[config.mk]
export PLATFORM = sky130hd
export DESIGN_NAME = ifetch_flat
export DESIGN_NICKNAME = d
export VERILOG_FILES = /design/src/rtl/ifetch_if.sv /design/src/rtl/ifetch.sv /design/src/flat_wrapper.sv
export SDC_FILE = /design/constraint.sdc
export NUM_CORES = 1
export LEC_CHECK = 0
export CORE_ASPECT_RATIO = 0.75
export CORE_UTILIZATION = 38
export CTS_BUF_LIST = sky130_fd_sc_hd__clkbuf_16
export DETAILED_ROUTE_END_ITERATION = 10
export PLACE_DENSITY = 0.62
export SYNTH_ARGS = -nofsm -noshare
export SYNTH_HDL_FRONTEND = slang
export SYNTH_SLANG_ARGS = --single-unit
export TNS_END_PERCENT = 5
[constraint.sdc]
create_clock -name clk_i -period 2.7 [get_ports clk_i]
set_input_delay 0.54 -clock clk_i [delete_from_list [all_inputs] [get_ports clk_i]]
set_output_delay 0.54 -clock clk_i [all_outputs]
set_load 0.01 [all_outputs]
[src/rtl/ifetch_if.sv]
// Fetch-stage bus bundle: icache request/response, branch redirect and the
// decode-side valid/ready queue head.
interface ifetch_if;
    logic [31:0] ic_adr_o;
    logic        ic_stb_o;
    logic        ic_hit_i;
    logic [15:0] ic_inst_i;
    logic [31:0] ic_data_i;
    logic        flush_i;
    logic [31:0] flush_adr_i;
    logic        inst_valid_o;
    logic        inst_ready_i;
    logic [15:0] inst_o;
    logic [31:0] imm_o;
    logic [31:0] pc_o;
    logic [1:0]  state_o;

    modport master (
        output ic_adr_o, ic_stb_o, inst_valid_o, inst_o, imm_o, pc_o, state_o,
        input  ic_hit_i, ic_inst_i, ic_data_i, flush_i, flush_adr_i, inst_ready_i
    );

    modport slave (
        input  ic_adr_o, ic_stb_o, inst_valid_o, inst_o, imm_o, pc_o, state_o,
        output ic_hit_i, ic_inst_i, ic_data_i, flush_i, flush_adr_i, inst_ready_i
    );
endinterface

[src/rtl/ifetch.sv]
// mox125 instruction fetch: walks the PC through the icache, sizes each
// instruction (2 or 6 bytes) and queues {inst, imm, pc} for decode.
module ifetch #(
    parameter logic [31:0] RESET_PC   = 32'h00001000,
    parameter int unsigned FIFO_DEPTH = 4
) (
    input  logic     clk_i,
    input  logic     rst_i,
    ifetch_if.master bus
);
    localparam int unsigned PTR_W = (FIFO_DEPTH > 1) ? $clog2(FIFO_DEPTH) : 1;
    localparam int unsigned CNT_W = PTR_W + 1;
    localparam logic [CNT_W-1:0] FULL_CNT = CNT_W'(FIFO_DEPTH);

    localparam logic [1:0] F_RESET = 2'd0;
    localparam logic [1:0] F_RUN   = 2'd1;
    localparam logic [1:0] F_MISS  = 2'd2;

    logic [1:0]       r_state, w_state_nxt;
    logic [31:0]      r_adr, w_adr_nxt;
    logic             r_stb, w_stb_nxt;
    logic [CNT_W-1:0] r_count, w_count_nxt;
    logic [PTR_W-1:0] r_wr_ptr, w_wr_ptr_nxt;
    logic [PTR_W-1:0] r_rd_ptr, w_rd_ptr_nxt;

    logic [15:0] r_inst_q [FIFO_DEPTH];
    logic [31:0] r_imm_q  [FIFO_DEPTH];
    logic [31:0] r_pc_q   [FIFO_DEPTH];

    logic        w_long;
    logic [31:0] w_imm;
    logic        w_valid;
    logic        w_push;
    logic        w_pop;
    logic [31:0] w_flush_tgt;

    // Length decode: listed opcodes carry a 32-bit immediate after the halfword.
    always_comb begin : len_decode
        w_long = 1'b0;
        if (!bus.ic_inst_i[15]) begin
            case (bus.ic_inst_i[15:8])
                8'h01, 8'h03, 8'h08, 8'h09, 8'h0C, 8'h0D, 8'h1A, 8'h1B, 8'h1D,
                8'h1F, 8'h20, 8'h22, 8'h24, 8'h36, 8'h37, 8'h38, 8'h39:
                    w_long = 1'b1;
                default:
                    w_long = 1'b0;
            endcase
        end
    end

    assign w_imm       = w_long ? bus.ic_data_i : 32'h0;
    assign w_valid     = (r_count != '0);
    assign w_push      = r_stb & bus.ic_hit_i & ~bus.flush_i;
    assign w_pop       = w_valid & bus.inst_ready_i & ~bus.flush_i;
    assign w_flush_tgt = bus.flush_adr_i & ~32'h1;

    // Next-state logic; a redirect overrides any capture or pop in the same cycle.
    always_comb begin : next_state
        w_state_nxt  = r_state;
        w_adr_nxt    = r_adr;
        w_count_nxt  = r_count;
        w_wr_ptr_nxt = r_wr_ptr;
        w_rd_ptr_nxt = r_rd_ptr;
        w_stb_nxt    = 1'b0;

        case (r_state)
            F_RESET: w_state_nxt = F_RUN;
            F_RUN:   if (r_stb && !bus.ic_hit_i) w_state_nxt = F_MISS;
            F_MISS:  if (bus.ic_hit_i) w_state_nxt = F_RUN;
            default: w_state_nxt = F_RESET;
        endcase

        if (w_push) begin
            w_adr_nxt    = r_adr + (w_long ? 32'd6 : 32'd2);
            w_wr_ptr_nxt = r_wr_ptr + PTR_W'(1);
        end
        if (w_pop) begin
            w_rd_ptr_nxt = r_rd_ptr + PTR_W'(1);
        end
        w_count_nxt = r_count + CNT_W'(w_push) - CNT_W'(w_pop);

        if (bus.flush_i) begin
            w_state_nxt  = F_RUN;
            w_adr_nxt    = w_flush_tgt;
            w_count_nxt  = '0;
            w_wr_ptr_nxt = '0;
            w_rd_ptr_nxt = '0;
        end

        // Miss holds the request up; otherwise request whenever there is room.
        if (w_state_nxt == F_MISS) begin
            w_stb_nxt = 1'b1;
        end else if (w_state_nxt == F_RUN) begin
            w_stb_nxt = (w_count_nxt != FULL_CNT);
        end
    end

    always_ff @(posedge clk_i or negedge rst_i) begin : state_reg
        if (!rst_i) begin
            r_state  <= F_RESET;
            r_adr    <= RESET_PC & ~32'h1;
            r_stb    <= 1'b0;
            r_count  <= '0;
            r_wr_ptr <= '0;
            r_rd_ptr <= '0;
        end else begin
            r_state  <= w_state_nxt;
            r_adr    <= w_adr_nxt;
            r_stb    <= w_stb_nxt;
            r_count  <= w_count_nxt;
            r_wr_ptr <= w_wr_ptr_nxt;
            r_rd_ptr <= w_rd_ptr_nxt;
        end
    end

    // Queue storage; writes are already blocked when full since r_stb is low.
    always_ff @(posedge clk_i or negedge rst_i) begin : fifo_mem
        if (!rst_i) begin
            for (int i = 0; i < int'(FIFO_DEPTH); i++) begin
                r_inst_q[i] <= '0;
                r_imm_q[i]  <= '0;
                r_pc_q[i]   <= '0;
            end
        end else if (w_push) begin
            r_inst_q[r_wr_ptr] <= bus.ic_inst_i;
            r_imm_q[r_wr_ptr]  <= w_imm;
            r_pc_q[r_wr_ptr]   <= r_adr;
        end
    end

    assign bus.ic_adr_o     = r_adr;
    assign bus.ic_stb_o     = r_stb;
    assign bus.state_o      = r_state;
    assign bus.inst_valid_o = w_valid;
    assign bus.inst_o       = w_valid ? r_inst_q[r_rd_ptr] : 16'h0;
    assign bus.imm_o        = w_valid ? r_imm_q[r_rd_ptr]  : 32'h0;
    assign bus.pc_o         = w_valid ? r_pc_q[r_rd_ptr]   : 32'h0;
endmodule

[src/flat_wrapper.sv]
// flat-port wrapper written by rule: the top's interface ports become plain ports
module ifetch_flat 
#(
    parameter logic [31:0] RESET_PC   = 32'h00001000,
    parameter int unsigned FIFO_DEPTH = 4
)
  (clk_i, rst_i, bus_ic_adr_o, bus_ic_stb_o, bus_inst_valid_o, bus_inst_o, bus_imm_o, bus_pc_o, bus_state_o, bus_ic_hit_i, bus_ic_inst_i, bus_ic_data_i, bus_flush_i, bus_flush_adr_i, bus_inst_ready_i);
  ifetch_if bus_i ();
  input  logic clk_i;
  input  logic rst_i;
  output wire logic [$bits(bus_i.ic_adr_o)-1:0] bus_ic_adr_o;
  output wire logic [$bits(bus_i.ic_stb_o)-1:0] bus_ic_stb_o;
  output wire logic [$bits(bus_i.inst_valid_o)-1:0] bus_inst_valid_o;
  output wire logic [$bits(bus_i.inst_o)-1:0] bus_inst_o;
  output wire logic [$bits(bus_i.imm_o)-1:0] bus_imm_o;
  output wire logic [$bits(bus_i.pc_o)-1:0] bus_pc_o;
  output wire logic [$bits(bus_i.state_o)-1:0] bus_state_o;
  input wire logic [$bits(bus_i.ic_hit_i)-1:0] bus_ic_hit_i;
  input wire logic [$bits(bus_i.ic_inst_i)-1:0] bus_ic_inst_i;
  input wire logic [$bits(bus_i.ic_data_i)-1:0] bus_ic_data_i;
  input wire logic [$bits(bus_i.flush_i)-1:0] bus_flush_i;
  input wire logic [$bits(bus_i.flush_adr_i)-1:0] bus_flush_adr_i;
  input wire logic [$bits(bus_i.inst_ready_i)-1:0] bus_inst_ready_i;
  assign bus_ic_adr_o = bus_i.ic_adr_o;
  assign bus_ic_stb_o = bus_i.ic_stb_o;
  assign bus_inst_valid_o = bus_i.inst_valid_o;
  assign bus_inst_o = bus_i.inst_o;
  assign bus_imm_o = bus_i.imm_o;
  assign bus_pc_o = bus_i.pc_o;
  assign bus_state_o = bus_i.state_o;
  assign bus_i.ic_hit_i = bus_ic_hit_i;
  assign bus_i.ic_inst_i = bus_ic_inst_i;
  assign bus_i.ic_data_i = bus_ic_data_i;
  assign bus_i.flush_i = bus_flush_i;
  assign bus_i.flush_adr_i = bus_flush_adr_i;
  assign bus_i.inst_ready_i = bus_inst_ready_i;
  ifetch #(.RESET_PC(RESET_PC), .FIFO_DEPTH(FIFO_DEPTH)) u_core (.clk_i(clk_i), .rst_i(rst_i), .bus(bus_i));
endmodule
==> qor.yml <==
pre_cts_ws_ns: -1.054
areaGrowthSynthToFinish_pct: 29.99
rsz0062_at_grt: "yes"
max_freq_ghz: 0.3593
required_ns: 2.16
synthCells: 1803
synth_cell_types: 42
overflow: 0
die_w_um: 245.2
clockRootBuffer: "clkbuf_16"
tightest_slew_ns: 0.7773
r2r-start: "u_core.r_count[1]$_DFF_PN0_"
power.switching_mw: 6.272
drt_iter0_markers: 1180
cts_tree: "done"
maxCapViolCount: 0
r2r_cells: 11
intPower_mw: 13.40
grt_pass1_vias: 14020
crit_path_end_kind: "output pin"
slew_headroom_pct: 48.03
hpwl_mm: 30.02
stdcell_area_sq_um: 21910
critPathKind: "flip-flop to output pin"
grt.total_usage_pct: 23.10
place_congestion: 0.7754
max_stage_delay_ns: 0.49
synth-seq-area-share_pct: 53.01
startpoint_type: "flip-flop"
drc: 0
vdd_drop_max_v: 0.0005839
timing.rr.end: "u_core.bus.ic_stb_o$_DFF_PN0_"
path_max_fanout: 5
postLayoutSetupSlackWorst_ns: -0.08308
wl_mm: 51.19
arrival_ns: 2.24
clock_sinks: 357
synth-edff-count: 0
violations: "hold timing, setup timing"
power.total_mw: 19.67
hold_viol_final: 1
layout-drive-gt1-share_pct: 21.42
synth_flop_cell: "dfrtp_1"
ios: 201
comb_power_share_pct: 35.7
port_buffers: 197
place_area_sq_um: 19810
finalCritPeriodShare_pct: 103.1
clk_path_buf_depth: 3
via_count: 13650
rows: 66
cp_slowest_cell: "dfrtp_4"
wl_per_cell_um: 19.59
yosysTopAreaCellShare_pct: 52.85
seq_power_share_pct: 38.5
setup_violations: 33
hold_class: "input port to async pin"
grt_pass1_wl_mm: 80.45
layoutNonFillerInstCount: 2613
cpMostUsedCell: "buf_12"
leakage_nw: 10.22
grt_max_degree: 94
start_util_pct: 38.73
final_nets: 2101
sw_frac_of_total_pct: 31.89
yosys-top-cells-area: "dfrtp_1 53%, nand2_1 19%, mux4_2 11%, o21ai_0 4.9%, and2_1 3.0%"
hold_ws_ns: -0.0008433
cts_inserted_buffers: 39
drtPass1Iterations: 5
cellPowerDensity_nw_per_um2: 897.7
ant_nets: 0
dp_cells: 2505
reg2reg_slack_ns: 0.03
status: "complete, but fails checks"
core-area_sq_um: 43520
yosys.area.top_type: "dfrtp_1"
ctsHtreeMaxLevel: 2
syn_area_sq_um: 16860
synthArstFlopShare_pct: 100.0
via_per_inst: 5.225
postSynthRegisterBits: 357
fin_crit_ns: 2.783
path_cells: "buf_4 > buf_12 > buf_12 > mux4_2 > and2_4 > buf_2"
finish.utilization_pct: 50.35
yosys_warnings: 0
antenna_found_initial: 3
skew_ns: 0.01366
syn_avg_cell_area_sq_um: 9.349
tns_ns: -0.9330
clk_latency_ns: 0.54
fp.dieH_um: 184.4
p_clk_share_pct: 25.8
slew_viol_final: 0
path_clk_slew_ns: 0.06
dieArea_sq_um: 45210
## how the worst max path moves through the flow
stage	start	end	slack (ns)
3_3_place_gp	bus_ic_inst_i[10]	u_core.bus.ic_adr_o[30]$_DFFE_PN0N_	-0.95
2_1_floorplan	bus_ic_inst_i[10]	u_core.bus.ic_adr_o[29]$_DFFE_PN0N_	-0.72
3_5_place_dp	bus_ic_inst_i[12]	u_core.bus.ic_adr_o[22]$_DFFE_PN0N_	-1.05
4_1_cts	u_core.r_rd_ptr[0]$_DFFE_PN0P_	bus_inst_o[7]	-0.16
5_1_grt	u_core.r_rd_ptr[0]$_DFFE_PN0P_	bus_pc_o[13]	-0.14
6_report	u_core.r_rd_ptr[0]$_DFFE_PN0P_	bus_pc_o[17]	-0.08
## state kept, by name, summed over array words and instances (netlist names)
register             flops
u_core.r_wr_ptr          2
u_core.bus.ic_stb_o      1
u_core.r_inst_q         64
u_core.r_pc_q          124
u_core.r_imm_q         128
u_core.r_rd_ptr          2
u_core.bus.ic_adr_o     31
u_core.bus.state_o       2
u_core.r_count           3
## final cells by class
class                           instances  area [sq um]
Antenna cell                            4         10.01
Clock buffer                           41          1026
Clock inverter                         24         158.9
Fill cell                            3908         21610
Inverter                               11         41.29
Multi-Input combinational cell       1295          7674
Sequential cell                       357          8942
Tap cell                              578         723.2
Timing Repair Buffer                  303          3336
## cell usage after synthesis (3+ instances only)
master	instances
o21ai_0	164
o21ai_2	9
xor2_1	10
nor4_1	6
a21oi_1	3
nand3_1	8
buf_1	20
mux2i_1	3
mux4_2	79
clkbuf_1	94
nor2b_1	3
nor3_1	10
and2_1	82
nand2_1	836
nand4_1	6
buf_4	4
buf_6	4
and4_1	3
buf_2	19
xnor2_1	25
and3_1	8
dfrtp_1	356
ha_1	7
nor2_1	10
inv_1	11
## cell families (layout without fill, tap and decap cells)
family                     count (synthesis)  count (layout)  share of synthesized area (%)
buffers and inverters                    152             379                          3.793
other                                      1               6                        0.02225
AOI/OAI and AO/OA                        182             182                          5.782
xor gates and xnor gates                  35              35                          1.819
and+or+nand+nor                          984             984                          24.02
muxes                                     83              83                          10.80
adders and majority gates                  9               9                         0.7571
DFF                                      357             357                          53.01
## worst max-delay path, delay by kind of cell, from the launching register on
kind                   cells  cell delay, ns
buffers and inverters      4            0.56
flip-flops                 1            0.49
multiplexers               1            0.48
AND/OR/NAND/NOR            1            0.19
## cell usage in the layout, fill, tap and decap left out, types with 3 or more instances in the layout
cell / n
and2_1: 14
and2_4: 68
and3_1: 8
and4_1: 3
buf_12: 32
buf_16: 9
buf_2: 31
buf_4: 53
buf_6: 64
clkbuf_16: 41
clkdlybuf4s50_1: 108
clkinv_1: 8
clkinv_2: 6
dfrtp_1: 354
diode_2: 4
ha_1: 7
inv_1: 16
mux2i_1: 3
mux4_2: 79
nand2_1: 833
nand2_4: 3
nand3_1: 8
nand4_1: 6
nor2_1: 9
nor3_2: 6
nor3_4: 4
nor4_2: 3
nor4_4: 3
o21ai_0: 158
o21ai_1: 8
o21ai_2: 9
xnor2_1: 25
xor2_1: 9
## power groups by stage
stage | registers (mW) | clock network (mW) | logic (mW)
after floorplan | 7.34 | 0 | 3.48
after global placement | 7.59 | 0 | 5.68
after detailed placement | 7.66 | 0 | 5.80
after CTS | 7.55 | 5.16 | 6.89
after global routing | 7.74 | 5.37 | 7.70
final | 7.57 | 5.07 | 7.03
## layer usage
metal | vias up | GRT usage [%] | routed length [um]
met4 | 0 | 6.975 | 1061
met3 | 60 | 4.193 | 3376
met2 | 472 | 36.81 | 24110
met1 | 6876 | 32.11 | 22650
met5 | - | 0 | 0
li1 | 6246 | - | -
## what timing repair did
| action | CTS | global route |
|---|---|---|
| gates resized for setup | 466 | 69 |
| endpoints found under the setup margin | 201 | 155 |
| gates cloned | 8 | 0 |
| pin swaps | 34 | 17 |
| hold buffers | 0 | 0 |
| endpoints found under the hold margin | 0 | 0 |
| setup buffers | 31 | 4 |
No activity file was read; power rests on OpenSTA's default activity.
